`src/rtl/flag_status_if.sv`:
```
// Bus bundle for flag_status_unit: ALU result/flag-write inputs and NZCV flag outputs.
// master = ALU/control side driving results, slave = the flag unit.
interface flag_status_if #(
   parameter int WIDTH = 32
);
   logic             valid_in;
   logic [1:0]       op_class;
   logic             set_flags;
   logic [WIDTH-1:0] operand_a;
   logic [WIDTH-1:0] operand_b;
   logic [WIDTH-1:0] result;
   logic             alu_carry;
   logic             shift_carry;
   logic             flag_wr_en;
   logic [3:0]       flag_wr_data;
   logic             save;
   logic             restore;
   logic             negative_flag;
   logic             zero_flag;
   logic             carry_flag;
   logic             overflow_flag;
   logic             flags_pending;
   logic             shadow_valid;

   modport master (
      output valid_in, op_class, set_flags, operand_a, operand_b, result,
             alu_carry, shift_carry, flag_wr_en, flag_wr_data, save, restore,
      input  negative_flag, zero_flag, carry_flag, overflow_flag,
             flags_pending, shadow_valid
   );

   modport slave (
      input  valid_in, op_class, set_flags, operand_a, operand_b, result,
             alu_carry, shift_carry, flag_wr_en, flag_wr_data, save, restore,
      output negative_flag, zero_flag, carry_flag, overflow_flag,
             flags_pending, shadow_valid
   );
endinterface

```
`src/rtl/flag_status_unit.sv`:
```
// NZCV flag producer: capture stage, then compute/commit into the architectural flag register.
// Define FLAG_SHADOW_EN to add a one-entry shadow copy for interrupt save/restore.
module flag_status_unit #(
   parameter int WIDTH = 32
) (
   input logic          clk,
   input logic          rst,
   flag_status_if.slave bus
);
   typedef enum logic [1:0] {
      OP_ADD   = 2'b00,
      OP_SUB   = 2'b01,
      OP_LOGIC = 2'b10,
      OP_SHIFT = 2'b11
   } op_e;

   logic       r_s1_valid;
   logic       r_s2_valid;
   op_e        r_s1_op;
   logic       r_s1_a_msb;
   logic       r_s1_b_msb;
   logic       r_s1_r_msb;
   logic       r_s1_zero;
   logic       r_s1_alu_c;
   logic       r_s1_sh_c;
   logic [3:0] r_flags;

   logic       w_load;
   logic       w_restore;
   logic       w_flush;
   logic [3:0] w_shadow_flags;
   logic       w_c;
   logic       w_v;
   logic [3:0] w_next;
   logic       w_unused_bits;

   assign w_load  = bus.valid_in & bus.set_flags;
   assign w_flush = w_restore | bus.flag_wr_en;

   // Only the operand MSBs feed overflow detection.
   assign w_unused_bits = ^{bus.operand_a[WIDTH-2:0], bus.operand_b[WIDTH-2:0]};

`ifdef FLAG_SHADOW_EN
   logic [3:0] r_shadow;
   logic       r_shadow_valid;

   assign w_restore      = bus.restore;
   assign w_shadow_flags = r_shadow;

   // restore dominates save, so a simultaneous save never overwrites the shadow.
   always_ff @(posedge clk) begin
      if (rst) begin
         r_shadow       <= '0;
         r_shadow_valid <= 1'b0;
      end else if (bus.restore) begin
         r_shadow_valid <= 1'b0;
      end else if (bus.save) begin
         r_shadow       <= r_flags;
         r_shadow_valid <= 1'b1;
      end
   end

   assign bus.shadow_valid = r_shadow_valid;
`else
   logic w_unused_shadow;

   assign w_unused_shadow  = bus.save ^ bus.restore;
   assign w_restore        = 1'b0;
   assign w_shadow_flags   = '0;
   assign bus.shadow_valid = 1'b0;
`endif

   always_comb begin
      w_c = r_flags[1];
      w_v = r_flags[0];
      case (r_s1_op)
         OP_ADD: begin
            w_c = r_s1_alu_c;
            w_v = (r_s1_a_msb == r_s1_b_msb) && (r_s1_r_msb != r_s1_a_msb);
         end
         OP_SUB: begin
            w_c = r_s1_alu_c;
            w_v = (r_s1_a_msb != r_s1_b_msb) && (r_s1_r_msb != r_s1_a_msb);
         end
         OP_SHIFT: w_c = r_s1_sh_c;
         default: ;
      endcase
      w_next = {r_s1_r_msb, r_s1_zero, w_c, w_v};
   end

   always_ff @(posedge clk) begin
      if (rst) begin
         r_s1_valid <= 1'b0;
         r_s2_valid <= 1'b0;
         r_s1_op    <= OP_ADD;
         r_s1_a_msb <= 1'b0;
         r_s1_b_msb <= 1'b0;
         r_s1_r_msb <= 1'b0;
         r_s1_zero  <= 1'b0;
         r_s1_alu_c <= 1'b0;
         r_s1_sh_c  <= 1'b0;
      end else begin
         if (w_flush) begin
            r_s1_valid <= 1'b0;
            r_s2_valid <= 1'b0;
         end else begin
            r_s1_valid <= w_load;
            r_s2_valid <= r_s1_valid;
         end
         if (w_load) begin
            r_s1_op    <= op_e'(bus.op_class);
            r_s1_a_msb <= bus.operand_a[WIDTH-1];
            r_s1_b_msb <= bus.operand_b[WIDTH-1];
            r_s1_r_msb <= bus.result[WIDTH-1];
            r_s1_zero  <= (bus.result == '0);
            r_s1_alu_c <= bus.alu_carry;
            r_s1_sh_c  <= bus.shift_carry;
         end
      end
   end

   always_ff @(posedge clk) begin
      if (rst) begin
         r_flags <= '0;
      end else if (w_restore) begin
         r_flags <= w_shadow_flags;
      end else if (bus.flag_wr_en) begin
         r_flags <= bus.flag_wr_data;
      end else if (r_s1_valid) begin
         r_flags <= w_next;
      end
   end

   assign bus.negative_flag = r_flags[3];
   assign bus.zero_flag     = r_flags[2];
   assign bus.carry_flag    = r_flags[1];
   assign bus.overflow_flag = r_flags[0];
   assign bus.flags_pending = r_s1_valid | r_s2_valid;
endmodule

```
`src/flat_wrapper.sv`:
```
// flat-port wrapper written by rule: the top's interface ports become plain ports
module flag_status_unit_flat 
#(
   parameter int WIDTH = 32
)
  (clk, rst, bus_valid_in, bus_op_class, bus_set_flags, bus_operand_a, bus_operand_b, bus_result, bus_alu_carry, bus_shift_carry, bus_flag_wr_en, bus_flag_wr_data, bus_save, bus_restore, bus_negative_flag, bus_zero_flag, bus_carry_flag, bus_overflow_flag, bus_flags_pending, bus_shadow_valid);
  flag_status_if #(.WIDTH(WIDTH)) bus_i ();
  input logic clk;
  input logic rst;
  input wire logic [$bits(bus_i.valid_in)-1:0] bus_valid_in;
  input wire logic [$bits(bus_i.op_class)-1:0] bus_op_class;
  input wire logic [$bits(bus_i.set_flags)-1:0] bus_set_flags;
  input wire logic [$bits(bus_i.operand_a)-1:0] bus_operand_a;
  input wire logic [$bits(bus_i.operand_b)-1:0] bus_operand_b;
  input wire logic [$bits(bus_i.result)-1:0] bus_result;
  input wire logic [$bits(bus_i.alu_carry)-1:0] bus_alu_carry;
  input wire logic [$bits(bus_i.shift_carry)-1:0] bus_shift_carry;
  input wire logic [$bits(bus_i.flag_wr_en)-1:0] bus_flag_wr_en;
  input wire logic [$bits(bus_i.flag_wr_data)-1:0] bus_flag_wr_data;
  input wire logic [$bits(bus_i.save)-1:0] bus_save;
  input wire logic [$bits(bus_i.restore)-1:0] bus_restore;
  output wire logic [$bits(bus_i.negative_flag)-1:0] bus_negative_flag;
  output wire logic [$bits(bus_i.zero_flag)-1:0] bus_zero_flag;
  output wire logic [$bits(bus_i.carry_flag)-1:0] bus_carry_flag;
  output wire logic [$bits(bus_i.overflow_flag)-1:0] bus_overflow_flag;
  output wire logic [$bits(bus_i.flags_pending)-1:0] bus_flags_pending;
  output wire logic [$bits(bus_i.shadow_valid)-1:0] bus_shadow_valid;
  assign bus_i.valid_in = bus_valid_in;
  assign bus_i.op_class = bus_op_class;
  assign bus_i.set_flags = bus_set_flags;
  assign bus_i.operand_a = bus_operand_a;
  assign bus_i.operand_b = bus_operand_b;
  assign bus_i.result = bus_result;
  assign bus_i.alu_carry = bus_alu_carry;
  assign bus_i.shift_carry = bus_shift_carry;
  assign bus_i.flag_wr_en = bus_flag_wr_en;
  assign bus_i.flag_wr_data = bus_flag_wr_data;
  assign bus_i.save = bus_save;
  assign bus_i.restore = bus_restore;
  assign bus_negative_flag = bus_i.negative_flag;
  assign bus_zero_flag = bus_i.zero_flag;
  assign bus_carry_flag = bus_i.carry_flag;
  assign bus_overflow_flag = bus_i.overflow_flag;
  assign bus_flags_pending = bus_i.flags_pending;
  assign bus_shadow_valid = bus_i.shadow_valid;
  flag_status_unit #(.WIDTH(WIDTH)) u_core (.clk(clk), .rst(rst), .bus(bus_i));
endmodule
```
`config.mk`:
```
export PLATFORM = sky130hd
export DESIGN_NAME = flag_status_unit_flat
export DESIGN_NICKNAME = d
export VERILOG_FILES = /design/src/rtl/flag_status_if.sv /design/src/rtl/flag_status_unit.sv /design/src/flat_wrapper.sv
export SDC_FILE = /design/constraint.sdc
export NUM_CORES = 1
export LEC_CHECK = 0
export CORE_MARGIN = 4
export CORE_UTILIZATION = 20
export DETAILED_ROUTE_END_ITERATION = 8
export GPL_TIMING_DRIVEN = 0
export PLACE_DENSITY = 0.79
export SLEW_MARGIN = 5
export SYNTH_ARGS = -nofsm -noshare
export SYNTH_HDL_FRONTEND = slang
export SYNTH_SLANG_ARGS = --single-unit
```
`constraint.sdc`:
```
create_clock -name clk -period 1.2 [get_ports clk]
set_input_delay 0.24 -clock clk [delete_from_list [all_inputs] [get_ports clk]]
set_output_delay 0.24 -clock clk [all_outputs]
set_load 0.005 [all_outputs]
```
# Word-level counts from Yosys, hierarchy flattened
# Cells that the tools add are included.
# totals
register_bits,14
latch_bits,0
mem_bits_rw,0
mem_bits_ro,0
inputBits,111
out_inout_bits,6
word_cells,34
memories,0
# classes
add_sub_neg,0
mul,0
n_div,0
order_cmp,0
eq_ne,5
shift,0
n_mux,4
bitwise,2
reduce_logical,11
# op_table
cell,count
logical NOT 32 bit,1
2-to-1 mux 4 bit,2
nonzero test 3 bit,2
one-hot mux 1 bit (2 select lines),2
AND reduction 2 bit,2
OR reduction 2 bit,2
equality test 2 x 1 -> 1 bit (second input constant),1
equality test 2 bit (second input constant),1
logical AND 1 bit,2
logical NOT 2 bit,1
!= test 1 bit,2
nonzero test 2 bit,1
AND 1 bit,1
equality test 1 bit,1
bitwise OR 1 bit,1

# Depth between registers and ports, before layout
# logic_depth
ltp_word,5
depth_mapped,5
ltp_nobuf,4

# Worst setup path before layout
# Ideal clock, no wire load.
# synth_path
kind,register to register
start,reg u_core.r_s1_op[0]
end,reg u_core.r_flags[0]
setup_ps,70
arrival_ps,1028
setup_slack_ps,102
path_stages_with_launch,5
n_path_buf,0
path_cell_list,dfxtp_1 xnor2_1 mux2i_1 a311o_1 a21oi_1
# synth_via
elab_chain_cells,4
elab_cells_between_ends,7
# synth_rtl
item,line_no,rtl
start: declaration,flag_status_unit.sv:19,op_e r_s1_op;
start signal: assignment,flag_status_unit.sv:111,r_s1_op <= op_e'(bus.op_class);
equality test 2 x 1 -> 1 bit / logical NOT 2 bit (equally long branches),flag_status_unit.sv:76,case (r_s1_op)
one-hot mux 1 bit (2 select lines),flag_status_unit.sv:76,
2-to-1 mux 4 bit,flag_status_unit.sv:129,end else if (r_s1_valid) begin
2-to-1 mux 4 bit,flag_status_unit.sv:127,end else if (bus.flag_wr_en) begin
end signal: assignment,flag_status_unit.sv:126,r_flags <= w_shadow_flags;
end signal: assignment,flag_status_unit.sv:128,r_flags <= bus.flag_wr_data;
end signal: assignment,flag_status_unit.sv:130,r_flags <= w_next;
end: declaration,flag_status_unit.sv:26,logic [3:0] r_flags;
# Parallel ways exist; a longest one is shown, timed or not. The select of a mux whose other input is x is not followed.
# A chain may end at the register's enable or synchronous reset.

# Worst setup path in the final report
# layout_path
start,reg u_core.r_s1_valid
end,out bus_flags_pending
# layout_via
elab_chain_cells,1
# layout_rtl
item,line_no,rtl
start: declaration,flag_status_unit.sv:17,logic r_s1_valid;
start signal: assignment,flag_status_unit.sv:107,r_s1_valid <= w_load;
bitwise OR 1 bit,flag_status_unit.sv:138,assign bus.flags_pending = r_s1_valid | r_s2_valid;
end: declaration,flat_wrapper.sv:26,output wire logic [$bits(bus_i.flags_pending)-1:0] bus_flags_pending;
# Every way passes these cells.

==> results by group <==
Layout
  – Total Nets Final: 249
  – Layout Utilization: 41.3%
  – Design area: 0.00127 mm^2
  – Fraction of layout cells with a size suffix above 1: around an eighth
  – Fillers: 320
  – Antenna diodes: 0
  – Area grow syn2layout: 95.2%

Power
  – P_leak: between 0.4 and 0.5 nW
  – Worst vdd ir: about 0.00031 V
  – Pwr Density: 845 mW/mm^2

Worst setup path
  – Critical-path maximum fanout: 2
  – WP data arrival: 950 ps
  – Crit-path leading delay family: flip-flops
  – Critical path's largest stage delay: 350 ps
  – Buf+Inv Stages, Crit Path: 1
  – Kind of critical path: flip-flop to output port
  – Crit. End Element: output port
  – Worst EP required: 960 ps
  – Critical path's slowest cell: dfxtp_4
  – CP cell instances: or2_4 > buf_6
  – FF-to-FF Start: u_core.r_s1_op[0]
  – CP startpoint: u_core.r_s1_valid
  – CP Launch Type: flip-flop

Global routing
  – Overflow after GRT: 0
  – Vias in the first global route: 819
  – Largest net degree at the start of global routing: 11
  – Gr usage total: 9.13%
  – Initial antenna violation count: 0
  – First-pass GRT wire length: 3.07 mm

Logic synthesis
  – Count leader, synth: nand2_1
  – Post-synth top cells: nand2_1, dfxtp_1, a21oi_1
  – Cell types occupying the most area after synthesis: dfxtp_1, nand2_1, a21oi_1, nor4_1, mux2i_1
  – Mapped Avg Cell Area: 7.75 um^2
  – Ys async rst share: 0%
  – Post-synth EDFFs: 0
  – Top cell type by total area after synthesis: dfxtp_1
  – Mapped Nets: approximately 200
  – Synthesized flop and latch total: 14
  – Main synth FF type: dfxtp_1
  – Cell count after synthesis: 84
  – Yosys cell types: 25
  – YS warnings: 0
  – Synth top area share: 43.1%
  – Post-Syn Area: 651 um^2
  – Seq/Total Area, Yosys: 43.1%

Floorplanning
  – Die Width: about 65 um
  – # IOs: ~120
  – Core box area: 0.00308 mm^2
  – Die area: 0.00423 mm^2
  – Rows: 20
  – Initial core utilization: roughly a fifth
  – Die height: 65.0 um

Clocking
  – Clock sink count: 14
  – CTS clk-pin slew, worst paths: 80 ps
  – CTS tree: yes
  – CTS Buf Count: 3
  – Maximum level of the CTS H-tree: 1
  – Clock latency on the worst-skew pair: ~280 ps
  – Root Driver: clkbuf_4
  – Max Buffers Root-to-Sink: 2

STA
  – Fin crit share: a little under 100%
  – Fin. Hold Viols: 0
  – Min Tclk post-route: between 1000 and 1500 ps
  – # setup viols final: 0
  – Layout Skew: a little under 2 ps
  – RSZ-0062 raised after global routing: yes
  – Count of pins over their slew limit: 0
  – Maximum clock rate: 839 MHz

Detailed routing
  – Vias/cell: around 4.3
  – Drt first pass iters: 4
  – Detailed-route via count: 770
  – DRT antenna net count: 0
  – Routed WL: 1.92 mm
  – DRC Markers: 0
  – WL/cell: 10.6 um
  – Starting DRT DRC Count: 8

Placement
  – Final GP Congestion: 0.662
  – Post-DP HPWL: ~1.7 mm
  – PortBufs: 50
  – Post-placement cell area: 0.00121 mm^2

Flow run
  – MaxCap Viol Count: 0

Worst hold path
  – Hold Path Class: primary input to flip-flop
  – Min-Delay Startpoint: bus_flag_wr_en

Status
  – Status: finished, final reports clean
==> cell type report <==
| cell class | count | area, um^2 | share of cell area, % |
|---|---|---|---|
| repair buffers | 51 | 503 | 39.6 |
| multi-input cells | 63 | 362 | 28.5 |
| flip-flops and latches | 14 | 290 | 22.9 |
| well taps | 44 | 55.1 | 4.33 |
| clock buffers | 4 | 36.3 | 2.86 |
| plain buffers | 3 | 16.3 | 1.28 |
| inverters | 2 | 7.51 | 0.591 |
==> metrics by stage <==
| step | worst slack (ps) | hold WS (ps) | setup TNS (ps) | power (mW) | cells |
|---|---|---|---|---|---|
| finish | 7.57 | 248 | 0 | 1.07 | 181 |
| global route | -18.5 | 275 | -18.5 | 1.12 | 181 |
| CTS | -161 | 243 | -161 | 1.08 | 181 |
| detailed placement | -331 | 451 | -3050 | 0.756 | 178 |
| global placement | -318 | 448 | -2790 | 0.752 | 178 |
| floorplan | 102 | 309 | 0 | 0.572 | 84 |
==> metal layers <==
| metal | track usage (%) | vias to the layer above | part of all wire [%] |
|---|---|---|---|
| met1 | 9.54 | 318 | 39 |
| met4 | 4.66 | 0 | 2.2 |
| met5 | 0 | - | 0 |
| met2 | 16.2 | 47 | 46 |
| li1 | - | 400 | - |
| met3 | 2.95 | 5 | 13 |
==> sequential cells by signal, indices dropped and copies added (netlist names) <==
signal and cells:
u_core.r_flags 4, u_core.r_s1_op 2, u_core.r_s1_a_msb 1, u_core.r_s1_alu_c 1
u_core.r_s1_b_msb 1, u_core.r_s1_r_msb 1, u_core.r_s1_sh_c 1, u_core.r_s1_valid 1
u_core.r_s1_zero 1, u_core.r_s2_valid 1
==> cells by family (layout without fill, tap and decap cells) <==
kind of cell	count (synthesis)	after routing	share of synthesized area, %
muxes	3	3	4.62
AOI/OAI and AO/OA	17	17	15.2
buffers and inverters	7	60	5.00
xor gates and xnor gates	1	1	1.35
and+or+nand+nor	41	41	30.2
other	1	1	0.576
DFF	14	14	43.1
==> report_power, final <==
part           internal, mW  total, mW  leakage, nW  switching (mW)
Clock                 0.185      0.332       0.0210           0.148
Sequential            0.482      0.495        0.117          0.0129
Combinational         0.173      0.246        0.326          0.0727
Total                 0.840       1.07        0.464           0.233
==> cells in the final DEF, fill, tap and decap left out, drive strengths merged, types with 2 or more instances in the layout <==
| cell | n |
|---|---|
| nor2 | 5 |
| nand2 | 18 |
| mux2i | 3 |
| dlygate4sd2 | 5 |
| nand3 | 2 |
| clkbuf | 5 |
| dfxtp | 14 |
| buf | 4 |
| nor4 | 7 |
| nor3 | 2 |
| a21oi | 12 |
| inv | 2 |
| nor2b | 2 |
| clkdlybuf4s50 | 44 |
==> final timing paths <==
| check | to | slack, ps | depth (start not counted) |
|---|---|---|---|
| max | bus_flags_pending | 8 | 2 |
| min | u_core.r_s2_valid | 250 | 2 |
| max reg2reg | u_core.r_flags[0] | 140 | 4 |
| min reg2reg | u_core.r_s1_alu_c | 460 | 2 |
==> timing repair <==
item	CTS	global route
hold buffers	0	0
cloned	0	0
setup endpoints to repair	6	3
pin swaps	0	5
buffers inserted	1	0
gates resized for setup	11	9
(Power assumes the default switching activity.)
